$ cat src/rtl/pipe_ctrl_pkg.sv
// Shared definitions for the F/D/X/M/W pipeline sequencing controller:
// FSM state encodings, stage indices and the valid-chain control bundle.
package pipe_ctrl_pkg;

    localparam logic [1:0] ST_IDLE     = 2'd0;
    localparam logic [1:0] ST_RUN      = 2'd1;
    localparam logic [1:0] ST_MEM_WAIT = 2'd2;
    localparam logic [1:0] ST_ERR      = 2'd3;

    localparam int STG_F   = 0;
    localparam int STG_D   = 1;
    localparam int STG_X   = 2;
    localparam int STG_M   = 3;
    localparam int STG_W   = 4;
    localparam int NUM_STG = 5;

    typedef struct packed {
        logic clear;   // drop every valid bit
        logic adv;     // shift D->X->M->W
        logic ld_d;    // load validD from d_in
        logic d_in;
        logic ld_f;    // load validF from f_in
        logic f_in;
    } chain_ctrl_t;

endpackage

$ cat src/rtl/pipeline_hazard_ctrl_if.sv
// Bundle between the pipeline datapath/forwarding unit and the sequencing controller.
// The controller takes the slave side; the core top (or a bench) takes the master side.
interface pipeline_hazard_ctrl_if #(
    parameter int CNT_W = 32
);
    logic             run_en;
    logic             imem_ready;
    logic             stallF_req;
    logic             redirect_req;
    logic             dmem_busy;
    logic             pc_en;
    logic             pc_sel_redir;
    logic             enF, enD, enX, enM, enW;
    logic             validF, validD, validX, validM, validW;
    logic [1:0]       state_o;
    logic             err_timeout;
    logic [CNT_W-1:0] stall_cycles;
    logic [CNT_W-1:0] flush_count;

    modport master (
        output run_en, imem_ready, stallF_req, redirect_req, dmem_busy,
        input  pc_en, pc_sel_redir, enF, enD, enX, enM, enW,
               validF, validD, validX, validM, validW,
               state_o, err_timeout, stall_cycles, flush_count
    );

    modport slave (
        input  run_en, imem_ready, stallF_req, redirect_req, dmem_busy,
        output pc_en, pc_sel_redir, enF, enD, enX, enM, enW,
               validF, validD, validX, validM, validW,
               state_o, err_timeout, stall_cycles, flush_count
    );
endinterface

$ cat src/rtl/pipe_valid_chain.sv
// Five stage-valid flops (F..W) with independent advance, load and clear controls.
module pipe_valid_chain
    import pipe_ctrl_pkg::*;
(
    input  logic               clk,
    input  logic               rst_n,
    input  chain_ctrl_t        ctrl,
    output logic [NUM_STG-1:0] valid
);

    always_ff @(posedge clk or negedge rst_n) begin
        if (!rst_n) begin
            valid <= '0;
        end else if (ctrl.clear) begin
            valid <= '0;
        end else begin
            if (ctrl.adv) begin
                valid[STG_W] <= valid[STG_M];
                valid[STG_M] <= valid[STG_X];
                valid[STG_X] <= valid[STG_D];
            end
            if (ctrl.ld_d) valid[STG_D] <= ctrl.d_in;
            if (ctrl.ld_f) valid[STG_F] <= ctrl.f_in;
        end
    end

endmodule

$ cat src/rtl/pipeline_hazard_ctrl.sv
// Sequencing controller for the 5-stage pipeline: FSM, hazard priority and PC control.
// Optional perf counters are built when PIPE_PERF_CNT_EN is defined.
module pipeline_hazard_ctrl
    import pipe_ctrl_pkg::*;
#(
    parameter int MEM_TIMEOUT = 16,
    parameter int CNT_W       = 32
) (
    input  logic                 clk,
    input  logic                 rst_n,
    pipeline_hazard_ctrl_if.slave bus
);

    localparam logic [8:0] TMO = 9'(MEM_TIMEOUT);

    logic [1:0]         state, state_nx;
    logic [7:0]         wait_cnt, wait_nx;
    logic [8:0]         busy_cnt;
    logic               en_f, en_dxmw, pc_en, pc_sel, redir_acc;
    logic               err_q;
    chain_ctrl_t        ctrl;
    logic [NUM_STG-1:0] valid;

    // Priority in RUN (and MEM_WAIT once busy drops): busy > redirect > stall > normal.
    always_comb begin
        state_nx  = state;
        wait_nx   = wait_cnt;
        busy_cnt  = 9'd0;
        en_f      = 1'b0;
        en_dxmw   = 1'b0;
        pc_en     = 1'b0;
        pc_sel    = 1'b0;
        redir_acc = 1'b0;
        ctrl      = '0;
        case (state)
            ST_IDLE: begin
                if (bus.run_en) state_nx = ST_RUN;
            end
            ST_RUN, ST_MEM_WAIT: begin
                if (bus.dmem_busy) begin
                    busy_cnt = (state == ST_RUN) ? 9'd1 : ({1'b0, wait_cnt} + 9'd1);
                    wait_nx  = busy_cnt[7:0];
                    state_nx = (busy_cnt >= TMO) ? ST_ERR : ST_MEM_WAIT;
                end else begin
                    state_nx  = ST_RUN;
                    wait_nx   = 8'd0;
                    en_dxmw   = 1'b1;
                    ctrl.adv  = 1'b1;
                    ctrl.ld_d = 1'b1;
                    if (bus.redirect_req) begin
                        en_f      = 1'b1;
                        pc_en     = 1'b1;
                        pc_sel    = 1'b1;
                        redir_acc = 1'b1;
                        ctrl.ld_f = 1'b1;
                    end else if (!bus.stallF_req) begin
                        en_f      = 1'b1;
                        pc_en     = bus.imem_ready;
                        ctrl.ld_f = 1'b1;
                        ctrl.f_in = bus.imem_ready;
                        ctrl.d_in = valid[STG_F] & bus.imem_ready;
                    end
                end
            end
            default: ;
        endcase
        if (state_nx == ST_ERR) ctrl.clear = 1'b1;
    end

    always_ff @(posedge clk or negedge rst_n) begin
        if (!rst_n) begin
            state    <= ST_IDLE;
            wait_cnt <= 8'd0;
            err_q    <= 1'b0;
        end else begin
            state    <= state_nx;
            wait_cnt <= wait_nx;
            if (state_nx == ST_ERR) err_q <= 1'b1;
        end
    end

    pipe_valid_chain u_valid_chain (
        .clk   (clk),
        .rst_n (rst_n),
        .ctrl  (ctrl),
        .valid (valid)
    );

`ifdef PIPE_PERF_CNT_EN
    logic [CNT_W-1:0] stall_q, flush_q;
    logic             in_run;

    assign in_run = (state == ST_RUN) || (state == ST_MEM_WAIT);

    always_ff @(posedge clk or negedge rst_n) begin
        if (!rst_n) begin
            stall_q <= '0;
            flush_q <= '0;
        end else begin
            if (in_run && !en_f) stall_q <= stall_q + 1'b1;
            if (redir_acc)       flush_q <= flush_q + 1'b1;
        end
    end

    assign bus.stall_cycles = stall_q;
    assign bus.flush_count  = flush_q;
`else
    assign bus.stall_cycles = {CNT_W{1'b0}};
    assign bus.flush_count  = {CNT_W{1'b0}};
`endif

    assign bus.pc_en        = pc_en;
    assign bus.pc_sel_redir = pc_sel;
    assign bus.enF          = en_f;
    assign bus.enD          = en_dxmw;
    assign bus.enX          = en_dxmw;
    assign bus.enM          = en_dxmw;
    assign bus.enW          = en_dxmw;
    assign bus.validF       = valid[STG_F];
    assign bus.validD       = valid[STG_D];
    assign bus.validX       = valid[STG_X];
    assign bus.validM       = valid[STG_M];
    assign bus.validW       = valid[STG_W];
    assign bus.state_o      = state;
    assign bus.err_timeout  = err_q;

endmodule

$ cat src/flat_wrapper.sv
// flat-port wrapper written by rule: the top's interface ports become plain ports
module pipeline_hazard_ctrl_flat import pipe_ctrl_pkg::*;
#(
    parameter int MEM_TIMEOUT = 16,
    parameter int CNT_W       = 32
)
  (clk, rst_n, bus_run_en, bus_imem_ready, bus_stallF_req, bus_redirect_req, bus_dmem_busy, bus_pc_en, bus_pc_sel_redir, bus_enF, bus_enD, bus_enX, bus_enM, bus_enW, bus_validF, bus_validD, bus_validX, bus_validM, bus_validW, bus_state_o, bus_err_timeout, bus_stall_cycles, bus_flush_count);
  pipeline_hazard_ctrl_if #(.CNT_W(CNT_W)) bus_i ();
  input  logic clk;
  input  logic rst_n;
  input wire logic [$bits(bus_i.run_en)-1:0] bus_run_en;
  input wire logic [$bits(bus_i.imem_ready)-1:0] bus_imem_ready;
  input wire logic [$bits(bus_i.stallF_req)-1:0] bus_stallF_req;
  input wire logic [$bits(bus_i.redirect_req)-1:0] bus_redirect_req;
  input wire logic [$bits(bus_i.dmem_busy)-1:0] bus_dmem_busy;
  output wire logic [$bits(bus_i.pc_en)-1:0] bus_pc_en;
  output wire logic [$bits(bus_i.pc_sel_redir)-1:0] bus_pc_sel_redir;
  output wire logic [$bits(bus_i.enF)-1:0] bus_enF;
  output wire logic [$bits(bus_i.enD)-1:0] bus_enD;
  output wire logic [$bits(bus_i.enX)-1:0] bus_enX;
  output wire logic [$bits(bus_i.enM)-1:0] bus_enM;
  output wire logic [$bits(bus_i.enW)-1:0] bus_enW;
  output wire logic [$bits(bus_i.validF)-1:0] bus_validF;
  output wire logic [$bits(bus_i.validD)-1:0] bus_validD;
  output wire logic [$bits(bus_i.validX)-1:0] bus_validX;
  output wire logic [$bits(bus_i.validM)-1:0] bus_validM;
  output wire logic [$bits(bus_i.validW)-1:0] bus_validW;
  output wire logic [$bits(bus_i.state_o)-1:0] bus_state_o;
  output wire logic [$bits(bus_i.err_timeout)-1:0] bus_err_timeout;
  output wire logic [$bits(bus_i.stall_cycles)-1:0] bus_stall_cycles;
  output wire logic [$bits(bus_i.flush_count)-1:0] bus_flush_count;
  assign bus_i.run_en = bus_run_en;
  assign bus_i.imem_ready = bus_imem_ready;
  assign bus_i.stallF_req = bus_stallF_req;
  assign bus_i.redirect_req = bus_redirect_req;
  assign bus_i.dmem_busy = bus_dmem_busy;
  assign bus_pc_en = bus_i.pc_en;
  assign bus_pc_sel_redir = bus_i.pc_sel_redir;
  assign bus_enF = bus_i.enF;
  assign bus_enD = bus_i.enD;
  assign bus_enX = bus_i.enX;
  assign bus_enM = bus_i.enM;
  assign bus_enW = bus_i.enW;
  assign bus_validF = bus_i.validF;
  assign bus_validD = bus_i.validD;
  assign bus_validX = bus_i.validX;
  assign bus_validM = bus_i.validM;
  assign bus_validW = bus_i.validW;
  assign bus_state_o = bus_i.state_o;
  assign bus_err_timeout = bus_i.err_timeout;
  assign bus_stall_cycles = bus_i.stall_cycles;
  assign bus_flush_count = bus_i.flush_count;
  pipeline_hazard_ctrl #(.MEM_TIMEOUT(MEM_TIMEOUT), .CNT_W(CNT_W)) u_core (.clk(clk), .rst_n(rst_n), .bus(bus_i));
endmodule
$ cat config.mk
export PLATFORM = sky130hd
export DESIGN_NAME = pipeline_hazard_ctrl_flat
export DESIGN_NICKNAME = d
export VERILOG_FILES = /design/src/rtl/pipe_ctrl_pkg.sv /design/src/rtl/pipeline_hazard_ctrl_if.sv /design/src/rtl/pipe_valid_chain.sv /design/src/rtl/pipeline_hazard_ctrl.sv /design/src/flat_wrapper.sv
export SDC_FILE = /design/constraint.sdc
export NUM_CORES = 1
export LEC_CHECK = 0
export CORE_AREA = 2 2 64 66
export CTS_BUF_LIST = sky130_fd_sc_hd__clkbuf_8
export DETAILED_ROUTE_END_ITERATION = 6
export DIE_AREA = 0 0 66 68
export PLACE_DENSITY = 0.82
export SLEW_MARGIN = 20
export SYNTH_ARGS = -nofsm -noshare
export SYNTH_HDL_FRONTEND = slang
export SYNTH_HIERARCHICAL = 1
export SYNTH_SLANG_ARGS = --single-unit
$ cat constraint.sdc
create_clock -name clk -period 2 [get_ports clk]
set_input_delay 0.4 -clock clk [delete_from_list [all_inputs] [get_ports clk]]
set_output_delay 0.4 -clock clk [all_outputs]
set_load 0.05 [all_outputs]
==> results of run 1 <==
## logic make-up (layout without fill, tap and decap cells)
group / count (synthesis) / in the layout / share of synthesized area
buf+inv: 78 / 38 / 0.3799
simple gates: 40 / 40 / 0.1388
compound gates: 27 / 27 / 0.1258
flops: 16 / 16 / 0.2775
mux: 5 / 5 / 0.03469
fa+ha+maj: 4 / 4 / 0.03469
other cells: 1 / 64 / 0.002599
xor+xnor: 1 / 1 / 0.006072
## critical path: stages
cell	delay [ns]
clkdlybuf4s50_1	0.58
nand2b_4	0.23
clkinvlp_4	0.13
buf_4	0.20
## per-layer routing
layer	GRT usage	up-vias	share of wire
met5	0	-	0
met4	0.07908	0	0.022
met3	0.01974	4	0.10
met2	0.1919	62	0.49
met1	0.1100	453	0.38
li1	-	493	-
## area by class of cell
cell class	instances	area [sq um]	area share
Multi-Input combinational cell	141	782.0	0.4894
Sequential cell	16	402.9	0.2522
Timing Repair Buffer	27	275.3	0.1723
Tap cell	50	62.56	0.03915
Clock buffer	3	41.29	0.02584
Inverter	7	30.03	0.01879
Clock inverter	1	3.754	0.002349
## what timing repair did
| item | CTS | global route |
|---|---|---|
| buffers inserted | 0 | 0 |
| resized for setup | 0 | 5 |
| setup endpoints to repair | 0 | 6 |
## synthesized netlist by cell type (all sizes together), types with 3 or more instances
master and number:
a21oi 3, nand4 3, nand2b 4, nor2 12, mux2i 5, ha 4
nand2 9, inv 7, buf 70, dfrtp 16, o21ai 9, nand3 3
## worst max-delay path by stage
stage	startpoint	end
floorplan	u_core/bus.state_o[1]	bus_enM
detailed placement	bus_dmem_busy	bus_enF
global route	bus_dmem_busy	bus_enM
global placement	bus_dmem_busy	bus_enF
finish	bus_dmem_busy	bus_enW
CTS	u_core/bus.state_o[0]	bus_enF
## power by group
| part | internal (W) | switching [W] | total, W | leakage, nW |
|---|---|---|---|---|
| clock | 0.000136 | 0.000115 | 0.000252 | 0.0269 |
| sequential | 0.000375 | 0.0000428 | 0.000418 | 0.211 |
| combinational | 0.000451 | 0.000993 | 0.00144 | 0.548 |
| total | 0.000962 | 0.00115 | 0.00211 | 0.786 |
## flip-flops by register name, indices dropped and copies added, names as in the netlist
| signal | count |
|---|---|
| u_core/wait_cnt | 8 |
| u_core/u_valid_chain/valid | 5 |
| u_core/bus.state_o | 2 |
| u_core/bus.err_timeout | 1 |
## stage by stage
stage	worst slack, ns	instances	setup TNS [ns]
CTS	0.01915	245	0
finish	0.05670	245	0
global placement	0.08488	241	0
detailed placement	0.05022	241	0
global route	0.004582	245	0
floorplan	-0.1432	235	-0.5672
==> flow_metrics.py, run 1 <==
metrics = {
    "timing": {
        "worst_pin_slew_ns": 0.4997,
        "finalClockSkew_ns": 0.003202,
        "min_period_over_period": 0.9716,
        "rsz0062_at_grt": "false",
        "fin_crit_ns": 1.943,
        "drv_slew": 0,
        "slew_headroom": 0.6658,
        "fmax_mhz": 514.6,
        "whs_ns": 0.4086,
        "hold_viol": 0,
        "setup_viol": 0,
    },
    "grt": {
        "first_global_vias": 834,
        "antenna_found_initial": 0,
        "grt_max_degree": 11,
        "overflow": 0,
        "grt_pass1_wl_um": 3594,
        "grt_use_total": 0.1062,
    },
    "worst_setup_path": {
        "crit_path_start_kind": "primary input",
        "cp_data_required_time_ns": 1.60,
        "rr_endpoint": "u_core/u_valid_chain/valid[4]",
        "end_kind": "primary output",
        "regToRegStartpoint": "u_core/wait_cnt[0]",
        "rr_worst_depth": 7,
        "critPathKind": "in2out",
        "arrival_ns": 1.54,
        "worstPathMaxFanout": 5,
        "rrSetupSlack_ns": 0.17,
    },
    "final_layout": {
        "final_cell_mix": "conb_1, clkdlybuf4s50_1, dfrtp_1",
        "design_area_sq_um": 1598,
        "fin_nets": 207,
        "drive_gt1_frac": 0.1641,
        "final_util": 0.4143,
        "area.growth.synth_to_final_pct": 10.75,
        "fillers": 399,
        "layout_commonest_cell": "conb_1",
        "diodes": 0,
    },
    "detailed_routing": {
        "dr_total_vias": 1012,
        "drt_wl_total_um": 2453,
        "first_pass_iters": 4,
        "antenna_left": 0,
        "drc": 0,
        "wl_per_cell_um": 10.01,
        "drt-initial-drc-count": 12,
        "vias_per_cell": 4.131,
    },
    "cts": {
        "clock_sinks": 16,
        "cts.clk_slew.worst_paths_ns": 0.06,
        "cts_root_buffer": "clkbuf_8",
        "cts_tree": "yes",
        "htreeDepth": 1,
        "clockBufferDepth": 2,
        "hold_buffers": 0,
        "clock_latency_ns": 0.25,
        "numCtsBuffers": 3,
    },
    "floorplan": {
        "die_w_um": 66,
        "start_util": 0.3741,
        "die_h_um": 68,
        "ioPinCount": 86,
        "dieArea_sq_um": 4488,
        "fp-row-count": 23,
        "coreArea_sq_um": 3856,
    },
    "synthesis": {
        "synthTopCellsByArea": "buf_4, dfrtp_1, ha_1, mux2i_1, o21ai_0",
        "async_flop_share": 1.000,
        "synth_edf_count": 0,
        "yosys.area.top_type_share": 0.3487,
        "yosysWarnings": 6,
        "yosys.cell_types.count": 36,
        "ys_ff_latch": 16,
        "synth.avg_cell_area_sq_um": 8.387,
        "synth-main-ff-cell": "dfrtp_1",
        "postSynthCellCount": 172,
        "synth.largest_area_cell": "buf_4",
        "yosysSeqAreaShare": 0.2775,
        "syn_area_sq_um": 1443,
    },
    "power_and_ir_drop": {
        "vdd_ir_drop_max_mv": 0.3004,
        "power.total_w": 0.002114,
        "power_leakage_nw": 0.7861,
        "p_per_area_nw_per_um2": 1323,
    },
    "place": {
        "place_congestion": 0.8754,
        "dp_hpwl_um": 1942,
        "port_buffers": 21,
        "placed_area_sq_um": 1529,
    },
    "job": {
        "max_cap_violations": 0,
    },
    "status": {
        "outcome": "complete, no violations",
    },
    "hold_path": {
        "hold_path_class": "in2async",
    },
}
No activity file was read; power rests on OpenSTA's default activity.
==> inputs of run 2 (changes only) <==
==> constraint.sdc (replaced) <==
create_clock -name clk -period 2 [get_ports clk]
set_input_delay 0.4 -clock clk [delete_from_list [all_inputs] [get_ports clk]]
set_output_delay 0.4 -clock clk [all_outputs]
set_load 0.01 [all_outputs]
==> run 2 against run 1 <==
Compared with the run above: clock skew up 0.0032 ns; critical endpoint is now u_core/u_valid_chain/valid[2]; clock-buffer cell count increased by 1; sequential share of layout area is 0.10 points higher; sequential cell count did not move; die area did not move; register-to-register slack got worse by 0.09 ns; routed wire length fell by 5.4%; utilization fell by 0.42 points; sequential power shrank 4%; global-route usage up 0.29 points; design area is 1.0% lower; critical path type is now reg2reg; critical path depth grew 3; largest power group unchanged.
==> flow_metrics.py, run 2 (synthesized netlist as in run 1, its figures left out) <==
metrics = {
    "hold_path": {
        "hold_path_class": "in2async",
    },
    "place": {
        "dp_hpwl_um": 1902,
        "place_inst": 246,
        "placed_area_sq_um": 1513,
        "place_congestion": 0.8463,
        "pre_cts_ws_ns": -0.3581,
        "port_buffers": 21,
    },
    "worst_setup_path": {
        "endpoint": "u_core/u_valid_chain/valid[2]",
        "crit_family": "compound AO/OA/AOI/OAI gates",
        "crit_path_start_kind": "flop",
        "crit_start": "u_core/wait_cnt[0]",
        "cp.depth": 7,
        "end_kind": "flop",
        "rr_worst_depth": 7,
        "crit_chain": "ha_1, and3_1, o32ai_1, a31oi_1, a211o_2, and4_1, nor2_1",
        "arrival_ns": 2.10,
        "worstPathMaxFanout": 5,
        "critPathKind": "reg2reg",
        "rrSetupSlack_ns": 0.08,
        "path_buf_inv": 0,
        "cp_slowest_stage_delay_ns": 0.38,
        "slowest_stage": "dfrtp_1",
        "cp_data_required_time_ns": 2.18,
        "rr_endpoint": "u_core/u_valid_chain/valid[2]",
        "regToRegStartpoint": "u_core/wait_cnt[0]",
    },
    "final_layout": {
        "diodes": 0,
        "drive_gt1_frac": 0.1100,
        "stdcell_count": 250,
        "top_register": "u_core/wait_cnt",
        "fin_nets": 212,
        "final_util": 0.4101,
        "area.growth.synth_to_final_pct": 9.627,
        "largest_reg_flops": 8,
        "final_cell_mix": "conb_1, dfrtp_1, clkdlybuf4s50_1",
        "design_area_sq_um": 1582,
        "layout_commonest_cell": "conb_1",
    },
    "grt": {
        "grt_pass1_wl_um": 3726,
        "overflow": 0,
        "antenna_found_initial": 0,
        "grt_max_degree": 17,
        "grt_use_total": 0.1091,
        "first_global_vias": 861,
    },
    "detailed_routing": {
        "drc": 0,
        "antenna_left": 0,
        "dr_total_vias": 1036,
        "first_pass_iters": 4,
        "vias_per_cell": 4.144,
        "drt_wl_total_um": 2320,
        "wl_per_cell_um": 9.280,
        "drt-initial-drc-count": 18,
    },
    "cts": {
        "clock_latency_ns": 0.26,
        "clock_sinks": 16,
        "cts.clk_slew.worst_paths_ns": 0.07,
        "clockBufferDepth": 2,
        "numCtsBuffers": 3,
        "htreeDepth": 1,
        "cts_tree": "yes",
        "cts_root_buffer": "clkbuf_8",
    },
    "floorplan": {
        "start_util": 0.3741,
        "dieArea_sq_um": 4488,
        "die_h_um": 68,
        "ioPinCount": 86,
        "fp-row-count": 23,
        "die_w_um": 66,
        "coreArea_sq_um": 3856,
    },
    "status": {
        "outcome": "complete, no violations",
    },
    "timing": {
        "rsz0062_at_grt": "false",
        "fin_crit_ns": 1.916,
        "drv_slew": 0,
        "finalClockSkew_ns": 0.006417,
        "setup_viol": 0,
        "min_period_over_period": 0.9579,
        "hold_viol": 0,
        "fmax_mhz": 522.0,
        "worst_slack_ns": 0.08420,
    },
    "power_and_ir_drop": {
        "p_per_area_nw_per_um2": 1026,
        "vdd_ir_drop_max_mv": 0.4146,
        "power_leakage_nw": 0.8247,
    },
    "job": {
        "max_cap_violations": 0,
    },
}
-- run 2: changes by cell type in the layout (fill, tap and decap cells not counted), moves of 2 or more --
cell,previous run,this run
inv_1,5,7
dlygate4sd2_1,0,8
dfrtp_2,2,0
buf_12,3,0
inv_2,2,0
dfrtp_1,14,16
-- run 2: where the power goes --
group | internal (W) | total (W) | switching [W]
Clock | 0.000175 | 0.000291 | 0.000116
Combinational | 0.000408 | 0.000932 | 0.000524
Sequential | 0.000371 | 0.000400 | 0.0000288
Total | 0.000954 | 0.00162 | 0.000668
-- run 2: per-layer routing --
layer  GRT usage  part of all wire  wire (um)
met5           0                 0          0
met4     0.05357             0.019         43
met3     0.02138             0.099        230
met2      0.2020              0.50       1152
met1      0.1194              0.38        893
-- run 2: metrics by stage --
stage	TNS, ns	hold WS (ns)	power, W
floorplan	0	0.1044	0.001055
global route	0	0.4809	0.001767
CTS	0	0.4662	0.001634
global placement	-1.605	0.4615	0.001300
finish	0	0.4555	0.001623
detailed placement	-2.065	0.4870	0.001325
-- run 2: worst reg2reg max path: stages, from the launching register on --
cell and delay (ns):
dfrtp_1 0.38, ha_1 0.21, and3_1 0.21, o32ai_1 0.26, a31oi_1 0.12, a211o_2 0.30, and4_1 0.23, nor2_1 0.13
-- run 2: repair_timing --
action / in CTS / in global routing
setup endpoints to repair: 7 / 0
hold buffers: 0 / 0
setup buffers: 0 / 0
resized for setup: 12 / 0
-- run 2: worst min path at each step --
stage / start / end / cells after the start
final: rst_n / u_core/wait_cnt[2] / 2
after global routing: rst_n / u_core/wait_cnt[2] / 2
after CTS: rst_n / u_core/wait_cnt[2] / 2
after detailed placement: u_core/bus.err_timeout / u_core/bus.err_timeout / 1
after global placement: u_core/bus.err_timeout / u_core/bus.err_timeout / 1
after floorplan: rst_n / u_core/bus.err_timeout / 0
-- run 2: cell type report --
type / count / area [sq um]
repair buffers: 32 / 282.8
multi-input cells: 141 / 754.5
inverters: 7 / 26.28
flip-flops and latches: 16 / 400.4
clock buffers: 4 / 55.05
well taps: 50 / 62.56
fillers: 409 / 2275
==> inputs of run 3 (changes only) <==
--- a/config.mk
+++ b/config.mk
@@ -10,7 +10,7 @@
 export DETAILED_ROUTE_END_ITERATION = 6
 export DIE_AREA = 0 0 66 68
 export PLACE_DENSITY = 0.82
-export SLEW_MARGIN = 20
+export SLEW_MARGIN = 0
 export SYNTH_ARGS = -nofsm -noshare
 export SYNTH_HDL_FRONTEND = slang
 export SYNTH_HIERARCHICAL = 1
==> results of run 3 <==
No change in the layout: final DEF, timing and power equal those of run 2.
